`src/rtl/lcd_frame_decoder_pkg.sv`:
```
// Shared LCD geometry, trace colour and the decoder FSM encoding.
// Used by the panel driver and the frame decoder.
package lcd_frame_decoder_pkg;

    localparam int          LCD_H_ACTIVE    = 1024;
    localparam int          LCD_V_ACTIVE    = 600;
    localparam logic [23:0] LCD_TRACE_COLOR = 24'hFFFF00;

    localparam int CNT_W = 11;
    localparam int ACC_W = 20;

    typedef logic [CNT_W-1:0] cnt_t;
    typedef logic [ACC_W-1:0] acc_t;

    typedef enum logic {
        SEEK  = 1'b0,
        FRAME = 1'b1
    } dec_state_e;

    function automatic cnt_t cnt_sat_inc(input cnt_t v);
        return (&v) ? v : v + cnt_t'(1);
    endfunction

    function automatic acc_t acc_sat_inc(input acc_t v);
        return (&v) ? v : v + acc_t'(1);
    endfunction

endpackage

```
`src/rtl/lcd_edge_sync.sv`:
```
// Two-stage input register for the LCD pins with de/vs edge detection.
// Edge flags are registered alongside the second stage, so they line up with its data.
module lcd_edge_sync #(
    parameter logic VS_IDLE = 1'b1
) (
    input  logic        sys_clk,
    input  logic        rst_n,
    input  logic        de,
    input  logic        vs,
    input  logic        hs,
    input  logic [23:0] rgb,
    output logic        de_s,
    output logic        vs_s,
    output logic        hs_s,
    output logic [23:0] rgb_s,
    output logic        de_rise,
    output logic        de_fall,
    output logic        vs_rise,
    output logic        vs_fall
);

    logic        de_s1;
    logic        vs_s1;
    logic        hs_s1;
    logic [23:0] rgb_s1;

    // vs comes out of reset at its idle level, so releasing reset mid-frame cannot fake an edge.
    always_ff @(posedge sys_clk or negedge rst_n) begin
        if (!rst_n) begin
            de_s1   <= 1'b0;
            vs_s1   <= VS_IDLE;
            hs_s1   <= 1'b0;
            rgb_s1  <= '0;
            de_s    <= 1'b0;
            vs_s    <= VS_IDLE;
            hs_s    <= 1'b0;
            rgb_s   <= '0;
            de_rise <= 1'b0;
            de_fall <= 1'b0;
            vs_rise <= 1'b0;
            vs_fall <= 1'b0;
        end else begin
            de_s1   <= de;
            vs_s1   <= vs;
            hs_s1   <= hs;
            rgb_s1  <= rgb;
            // NOTE: non-blocking assignments make the second stage and the edge flags see the pre-edge s1 value.
            de_s    <= de_s1;
            vs_s    <= vs_s1;
            hs_s    <= hs_s1;
            rgb_s   <= rgb_s1;
            de_rise <= de_s1 & ~de_s;
            de_fall <= ~de_s1 & de_s;
            vs_rise <= vs_s1 & ~vs_s;
            vs_fall <= ~vs_s1 & vs_s;
        end
    end

endmodule

```
`src/rtl/lcd_frame_decoder.sv`:
```
// Panel-side LCD stream checker: measures line/frame geometry, locates trace pixels
// and posts a one-cycle per-frame summary.
module lcd_frame_decoder
    import lcd_frame_decoder_pkg::*;
#(
    parameter int          H_ACTIVE    = LCD_H_ACTIVE,
    parameter int          V_ACTIVE    = LCD_V_ACTIVE,
    parameter logic [23:0] TRACE_COLOR = LCD_TRACE_COLOR,
    parameter logic        SYNC_ACTIVE = 1'b0
) (
    input  logic             sys_clk,
    input  logic             rst_n,
    input  logic             lcd_de,
    input  logic             lcd_vs,
    input  logic             lcd_hs,
    input  logic [23:0]      lcd_rgb,
    output logic             trace_valid,
    output logic [CNT_W-1:0] trace_x,
    output logic [CNT_W-1:0] trace_y,
    output logic             frame_done,
    output logic [CNT_W-1:0] frame_lines,
    output logic [ACC_W-1:0] trace_cnt,
    output logic             h_err,
    output logic             v_err
);

    localparam cnt_t H_REF = cnt_t'(H_ACTIVE);
    localparam cnt_t V_REF = cnt_t'(V_ACTIVE);

    logic        de_s;
    logic        vs_s;
    logic        hs_s;
    logic [23:0] rgb_s;
    logic        de_rise;
    logic        de_fall;
    logic        vs_rise;
    logic        vs_fall;

    lcd_edge_sync #(
        .VS_IDLE (~SYNC_ACTIVE)
    ) u_edge_sync (
        .sys_clk (sys_clk),
        .rst_n   (rst_n),
        .de      (lcd_de),
        .vs      (lcd_vs),
        .hs      (lcd_hs),
        .rgb     (lcd_rgb),
        .de_s    (de_s),
        .vs_s    (vs_s),
        .hs_s    (hs_s),
        .rgb_s   (rgb_s),
        .de_rise (de_rise),
        .de_fall (de_fall),
        .vs_rise (vs_rise),
        .vs_fall (vs_fall)
    );

    // hs and the de rising edge are carried through the sync stage but not needed for decoding.
    logic unused_sigs;
    assign unused_sigs = &{1'b0, hs_s, de_rise};

    logic vs_act;
    logic vs_act_edge;
    logic vs_inact_edge;

    assign vs_act        = (vs_s == SYNC_ACTIVE);
    assign vs_act_edge   = SYNC_ACTIVE ? vs_rise : vs_fall;
    assign vs_inact_edge = SYNC_ACTIVE ? vs_fall : vs_rise;

    dec_state_e state;
    dec_state_e state_nxt;
    logic       count_en;
    logic       close_frame;

    always_ff @(posedge sys_clk or negedge rst_n) begin
        if (!rst_n) begin
            state <= SEEK;
        end else begin
            state <= state_nxt;
        end
    end

    always_comb begin
        state_nxt = state;
        case (state)
            SEEK:    if (vs_inact_edge) state_nxt = FRAME;
            FRAME:   state_nxt = FRAME;
            default: state_nxt = SEEK;
        endcase
    end

    always_comb begin
        // NOTE: defaults first so every path assigns both outputs and no latch is inferred.
        count_en    = 1'b0;
        close_frame = 1'b0;
        if (state == FRAME) begin
            count_en    = !vs_act;
            close_frame = vs_act_edge;
        end
    end

    cnt_t x_cnt;
    cnt_t y_cnt;
    acc_t trace_acc;
    logic h_err_acc;

    logic line_end;
    logic pixel_en;
    logic trace_hit;
    logic line_bad;
    cnt_t y_after;
    logic h_err_after;

    // A vs active edge with pixels still counted in x_cnt closes that line, whether or not de fell.
    assign line_end    = (count_en && de_fall) || (close_frame && (x_cnt != '0));
    assign pixel_en    = count_en && de_s;
    assign trace_hit   = pixel_en && (rgb_s == TRACE_COLOR);
    assign line_bad    = (x_cnt != H_REF) || (&x_cnt);
    assign y_after     = line_end ? cnt_sat_inc(y_cnt) : y_cnt;
    assign h_err_after = h_err_acc | (line_end & line_bad);

    always_ff @(posedge sys_clk or negedge rst_n) begin
        if (!rst_n) begin
            x_cnt     <= '0;
            y_cnt     <= '0;
            trace_acc <= '0;
            h_err_acc <= 1'b0;
        end else if (close_frame) begin
            x_cnt     <= '0;
            y_cnt     <= '0;
            trace_acc <= '0;
            h_err_acc <= 1'b0;
        end else begin
            if (line_end) begin
                x_cnt <= '0;
            end else if (pixel_en) begin
                x_cnt <= cnt_sat_inc(x_cnt);
            end
            y_cnt     <= y_after;
            h_err_acc <= h_err_after;
            if (trace_hit) begin
                trace_acc <= acc_sat_inc(trace_acc);
            end
        end
    end

    always_ff @(posedge sys_clk or negedge rst_n) begin
        if (!rst_n) begin
            trace_valid <= 1'b0;
            trace_x     <= '0;
            trace_y     <= '0;
            frame_done  <= 1'b0;
            frame_lines <= '0;
            trace_cnt   <= '0;
            h_err       <= 1'b0;
            v_err       <= 1'b0;
        end else begin
            trace_valid <= trace_hit;
            if (trace_hit) begin
                trace_x <= x_cnt;
                trace_y <= y_cnt;
            end
            frame_done <= close_frame;
            // Summary fields hold their value until the next frame closes.
            if (close_frame) begin
                frame_lines <= y_after;
                trace_cnt   <= trace_acc;
                h_err       <= h_err_after;
                v_err       <= (y_after != V_REF) || (&y_after);
            end
        end
    end

endmodule

```
`config.mk`:
```
export PLATFORM = sky130hd
export DESIGN_NAME = lcd_frame_decoder
export DESIGN_NICKNAME = d
export VERILOG_FILES = /design/src/rtl/lcd_frame_decoder_pkg.sv /design/src/rtl/lcd_edge_sync.sv /design/src/rtl/lcd_frame_decoder.sv
export SDC_FILE = /design/constraint.sdc
export NUM_CORES = 1
export LEC_CHECK = 0
export ABC_AREA = 1
export BUFFER_PORTS_ARGS = -buffer_cell sky130_fd_sc_hd__buf_2
export CAP_MARGIN = 20
export CORE_ASPECT_RATIO = 0.6
export CORE_MARGIN = 4
export CORE_UTILIZATION = 50
export DETAILED_ROUTE_END_ITERATION = 7
export PLACE_DENSITY = 0.69
export SETUP_SLACK_MARGIN = 0.5
export SYNTH_ARGS = -nofsm -noshare
export SYNTH_HDL_FRONTEND = slang
export SYNTH_SLANG_ARGS = --single-unit
```
`constraint.sdc`:
```
create_clock -name sys_clk -period 2.25 [get_ports sys_clk]
set_input_delay 0.5625 -clock sys_clk [delete_from_list [all_inputs] [get_ports sys_clk]]
set_output_delay 0.5625 -clock sys_clk [all_outputs]
set_load 0.1 [all_outputs]
```
---- Word level (Yosys, flattened, before mapping) ----
Index checks and enable logic that the tools add are counted.
word-level totals
  flip-flop bits (word level) ............. 156
  logic and storage cells ................. 70
  input bits .............................. 29
  output and inout port bits .............. 57
operators by class
  $add $sub $neg .......................... 3
  bitwise logic cells ..................... 9
  muxes and demuxes ....................... 15
  reductions and logical operators ........ 16
  equality and inequality tests ........... 5
operator list
  cell                     count
  $mux W11                 7
  $mux W20                 3
  $reduce_and A11 Y1       3
  $eq A24 B24 Y1 const B   1
  $add A11 B1 Y11 const B  2
  $add A20 B1 Y20 const B  1
  $reduce_and A20 Y1       1
  $ne A11 B10 Y1 const B   1
  $ne A11 B11 Y1 const B   1
  $reduce_bool A11 Y1      1
  $and A1 B1 Y1            4
  $logic_and A1 B1 Y1      4
  $mux W1                  4
  $not A1 Y1               4
  $reduce_and A2 Y1        2
  $logic_or A1 B1 Y1       3
  $ne A3 B3 Y1 const B     1
  $reduce_bool A3 Y1       1
  $ne A2 B2 Y1 const B     1
  $pmux W1 S2              1
  $reduce_bool A2 Y1       1
  $or A1 B1 Y1             1

---- Depth between registers and ports, before layout ----
  depth after elaboration ................. 6
  gate-level depth with buffers ........... 14
  gate-level depth less buffers ........... 13

---- Modules after synthesis ----
Synthesis repeated with hierarchy kept, for this count alone.
unflattened totals
  cell total of the unflattened synthesis .. 665
  area total of the unflattened synthesis .. 6,377.4 µm²
modules (own cells, without submodules)
  module             cells an instance  times used  area each (µm²)
  lcd_frame_decoder  599                1           4,893.4
  lcd_edge_sync      66                 1           1,483.9

---- Worst setup path before layout ----
No wires, ideal clock.
  path type ............................... register to register
  start ................................... reg trace_acc[0]
  end ..................................... reg trace_acc[17]
  buffers on the path ..................... 1
  setup slack ............................. 0.452 ns
  arrival ................................. 1.680 ns
  stages on the path, launching flop included .. 12
  setup time .............................. 0.117 ns
  path through ............................ dfrtp_1 > ha_1 > nand3_1 > inv_1 > nand2_2 > nor3_4 > nand3_2 > nand2_4 > nand2_4 > buf_6 > nand2_1 > o21ai_2
on the way
  longest elaborated chain between the ends .. 4
ends and longest elaborated chain
  what                      RTL line                     RTL
  start: declaration        lcd_frame_decoder.sv:104     acc_t trace_acc;
  start signal: assignment  lcd_frame_decoder.sv:142     trace_acc <= acc_sat_inc(trace_acc);
  $add A20 B1 Y20           lcd_frame_decoder_pkg.sv:25  return (&v) ? v : v + acc_t'(1);
  $mux W20                  lcd_frame_decoder_pkg.sv:25
  $mux W20                  lcd_frame_decoder.sv:141     if (trace_hit) begin
  $mux W20                  lcd_frame_decoder.sv:128     end else if (close_frame) begin
Several ways; a longest one is shown, not always the timed one. The select of a mux whose other input is x is not followed.
A chain may end at the register's enable or synchronous reset.

---- Worst setup path in the final report ----
  start ................................... reg trace_acc[4]
  end ..................................... reg trace_acc[7]
The elaborated chain is that of the path after synthesis.

==> summary.md <==
| Metric | Value |
|---|---|
| Status | `completed` |
| Post-Syn Nets | `700` |
| Critical path, cell by cell | `nand2_2, nor3_4, nand2_4, nor3_4, nand3_4, nand2_8, nand2_8, nand2_4, o21ai_2` |
| CTS Buf Count | `17` |
| Port bufs | `84` |
| Post-Synthesis Cells | `667` |
| H-tree depth | `4` |
| Row cnt | `31` |
| Hold_buf cts | `0` |
| Final setup TNS | `0 ns` |
| CTS clk-pin slew, worst paths | `0.06 ns` |
| Via count | `5560` |
| Ys Warns | `0` |
| Final setup viols | `0` |
| Max Cap Viol | `0` |
| CP arrival | `2.22 ns` |
| Crit Path Max Fanout | `8` |
| Tot Pwr | `7520 uW` |
| Routing usage on met1 | `32.3%` |
| Final WL | `18000 um` |
| Clock root cell | `clkbuf_16` |
| Routability congestion estimate | `0.956` |
| Fin. max-slew vios | `0` |
| Least-Margin Pin Slew | `0.484 ns` |
| Clock share of power | `36.2%` |
| Layer with the highest usage | `met2` |
| Vias per cell | `5.51` |
| Max Buffers Root-to-Sink | `2` |
| CTS sink count | `156` |
| Largest stage delay, worst path | `0.43 ns` |
| Num ports | `86` |
| Comb power frac | `21.7%` |
| Initial antenna violation count | `0` |
| Ant. Diodes | `0` |
| Max-slew headroom | `68.0%` |
| Flops & latches, synth | `156` |
| Sw Pwr | `2500 uW` |
| Core ar. | `0.0123 sq mm` |
| RSZ-0062 raised after global routing | `true` |
| Post-synth top area cell | `dfrtp_1` |
| Starting Density | `51.9%` |
| Required @ worst endpoint | `2.55 ns` |
| Net Sw Frac | `33.2%` |
| Startpoint Class | `flop` |
| DRC viols | `0` |
| Synth area leaders | `dfrtp_1 61%, nand2_1 9.0%, o21ai_0 5.2%` |
| Pre-CTS setup slack | `0.0827 ns` |
| Worst-Skew Late Latency | `0.43 ns` |
| Die ar. | `0.0147 sq mm` |
| Share of power burned in registers | `42.0%` |
| Layout fillers | `842` |
| Pwr dens | `854 mW/mm^2` |
| Internal Power | `5020 uW` |
| Vias in the first global route | `5091` |
| Commonest non-fill, non-tap cell in the layout | `dfrtp_1` |
| Post-synth top area share | `60.6%` |
| CP max-delay cell | `dfrtp_1` |
| Synthesized area | `0.00636 sq mm` |
| Largest net degree at the start of global routing | `80` |
| GRT met3 Usage | `5.40%` |
| Crit path time final | `1.92 ns` |
| Syn_area_per_cell | `9.54 sq um` |
| DR iter-0 viols | `621` |
| Post-DP HPWL | `9850 um` |
| Layout cells sized above 1 | `35.1%` |
| Detailed Routing Iterations Pass 1 | `7` |
| Lkg Pwr | `0.00427 uW` |
| Most frequent cells in the layout | `151 x dfrtp_1, 130 x nand2_1, 111 x buf_4` |
| CTS tree | `yes` |
| Endpoint class of the critical path | `flop` |
| Crit Path Category | `flop to flop` |
| Count of cell types in the netlist | `34` |
| Die outline width | `154 um` |
| DR WL/cell | `17.8 um` |
| Maximum clock rate | `521 MHz` |
| Maximum VDD drop | `0.585 mV` |
| Met2 usage | `34.3%` |
| Height of the chip | `95.4 um` |
| Area Growth Syn to Fin | `38.4%` |
| Post-DRT Antenna Nets | `0` |
| Sequential-to-total area share from yosys stat | `61.4%` |
| First-pass GRT wire length | `25800 um` |
| Layout Skew | `0.0110 ns` |
| Tot GR Track Use | `22.5%` |
| Nets@finish | `864` |
| Endpoints failing hold | `0` |
| Final setup margin | `0.329 ns` |
| GRT Residual Overflow | `0` |
| Hold Crit Class | `input pin to async pin` |
| Tcrit/Tclk final | `85.4%` |
==> through the flow <==
| stage | hold slack, ns | cell area (sq um) | cells | util, % |
|---|---|---|---|---|
| 3_5_place_dp | 0.335 | 7070 | 915 | 57.7 |
| 6_report | 0.0333 | 8810 | 1009 | 71.8 |
| 5_1_grt | 0.0505 | 8810 | 1009 | 71.8 |
| 2_1_floorplan | 0.267 | 6370 | 667 | - |
| 3_3_place_gp | 0.338 | 7070 | 915 | 57.7 |
| 4_1_cts | 0.0336 | 8230 | 980 | 67.2 |
==> per-layer routing <==
metal	vias to the layer above	share of wire [%]
met5	-	0
met3	39	9.7
met1	2702	43
li1	2487	-
met2	332	45
met4	0	1.7
==> registers in the layout, indices dropped and copies added (netlist names) <==
| signal | cells |
|---|---|
| h_err | 1 |
| trace_x | 11 |
| u_edge_sync.rgb_s | 24 |
| frame_lines | 11 |
| u_edge_sync.de_s1 | 1 |
| trace_acc | 20 |
| v_err | 1 |
| u_edge_sync.de_fall | 1 |
| u_edge_sync.vs_s1 | 1 |
| frame_done | 1 |
| u_edge_sync.rgb_s1 | 24 |
| u_edge_sync.vs_rise | 1 |
| trace_cnt | 20 |
| u_edge_sync.vs_s | 1 |
| u_edge_sync.vs_fall | 1 |
| h_err_acc | 1 |
| y_cnt | 11 |
| state | 1 |
| u_edge_sync.de_s | 1 |
| trace_y | 11 |
| trace_valid | 1 |
| x_cnt | 11 |
==> worst max-delay path, delay by kind of cell, from the launching register on <==
family | cells | cell delay [ns]
flip-flops | 1 | 0.43
AND/OR/NAND/NOR | 8 | 1.31
AO/OA/AOI/OAI | 1 | 0.06
==> logic make-up (layout without fill, tap and decap cells) <==
group                    after synthesis  in the layout  synth area share (%)
AO/OA/AOI/OAI                         94             94                  8.32
adder cells (fa/ha/maj)                4              4                 0.787
AND/OR/NAND/NOR                      309            314                  21.2
flip-flops                           156            156                  61.4
XOR/XNOR                              20             20                  2.75
buffers and inverters                 84            256                  5.53
==> layout make-up <==
cell class              instances  area, sq um  share of cell area, %
clock inverters                12          100                   1.14
multi-input cells             432         2560                   29.0
clock buffers                  20          467                   5.30
inverters                      62          241                   2.74
well taps                     165          206                   2.34
flip-flops and latches        156         3910                   44.4
repair buffers                162         1320                   15.0
==> cell usage after synthesis (all sizes together) <==
master,instances
xnor2,1
nor4,1
nand3,41
o211ai,1
inv,62
or2,1
o21ai,81
o21a,2
a211oi,1
nor3,12
a21oi,9
nand4,18
nor2,75
nand3b,2
ha,4
dfrtp,154
dfstp,2
clkbuf,12
nand2,159
xor2,19
buf,10
==> path summary, 6_finish.rpt <==
path                                              from  slack [ns]                endpoint  depth (start not counted)
min in group sys_clk                        lcd_rgb[6]        0.25   u_edge_sync.rgb_s1[6]                          1
worst min register to register  u_edge_sync.rgb_s1[13]        0.35   u_edge_sync.rgb_s[13]                          0
worst max-delay path                      trace_acc[4]        0.33            trace_acc[7]                          9
worst max register to register            trace_acc[4]        0.33            trace_acc[7]                          9
worst min-delay path                             rst_n        0.03  u_edge_sync.rgb_s1[15]                          1
max in group asynchronous                        rst_n        1.52                x_cnt[3]                          2
==> power by group through the flow <==
stage               logic (uW)  registers (uW)  clock network (uW)
global route              1730            3170                2890
floorplan                  417            3610                   0
detailed placement        1220            3180                   0
global placement          1190            3170                   0
finish                    1630            3160                2720
CTS                       1420            3140                2760
==> what timing repair did <==
item                                   in CTS  in global routing
pin swaps                                  21                 29
setup endpoints to repair                 116                 70
buffers inserted                           29                 23
cloned                                      4                  6
endpoints found under the hold margin       0                  0
gates resized for setup                   111                 86
No activity file was read; power rests on OpenSTA's default activity.
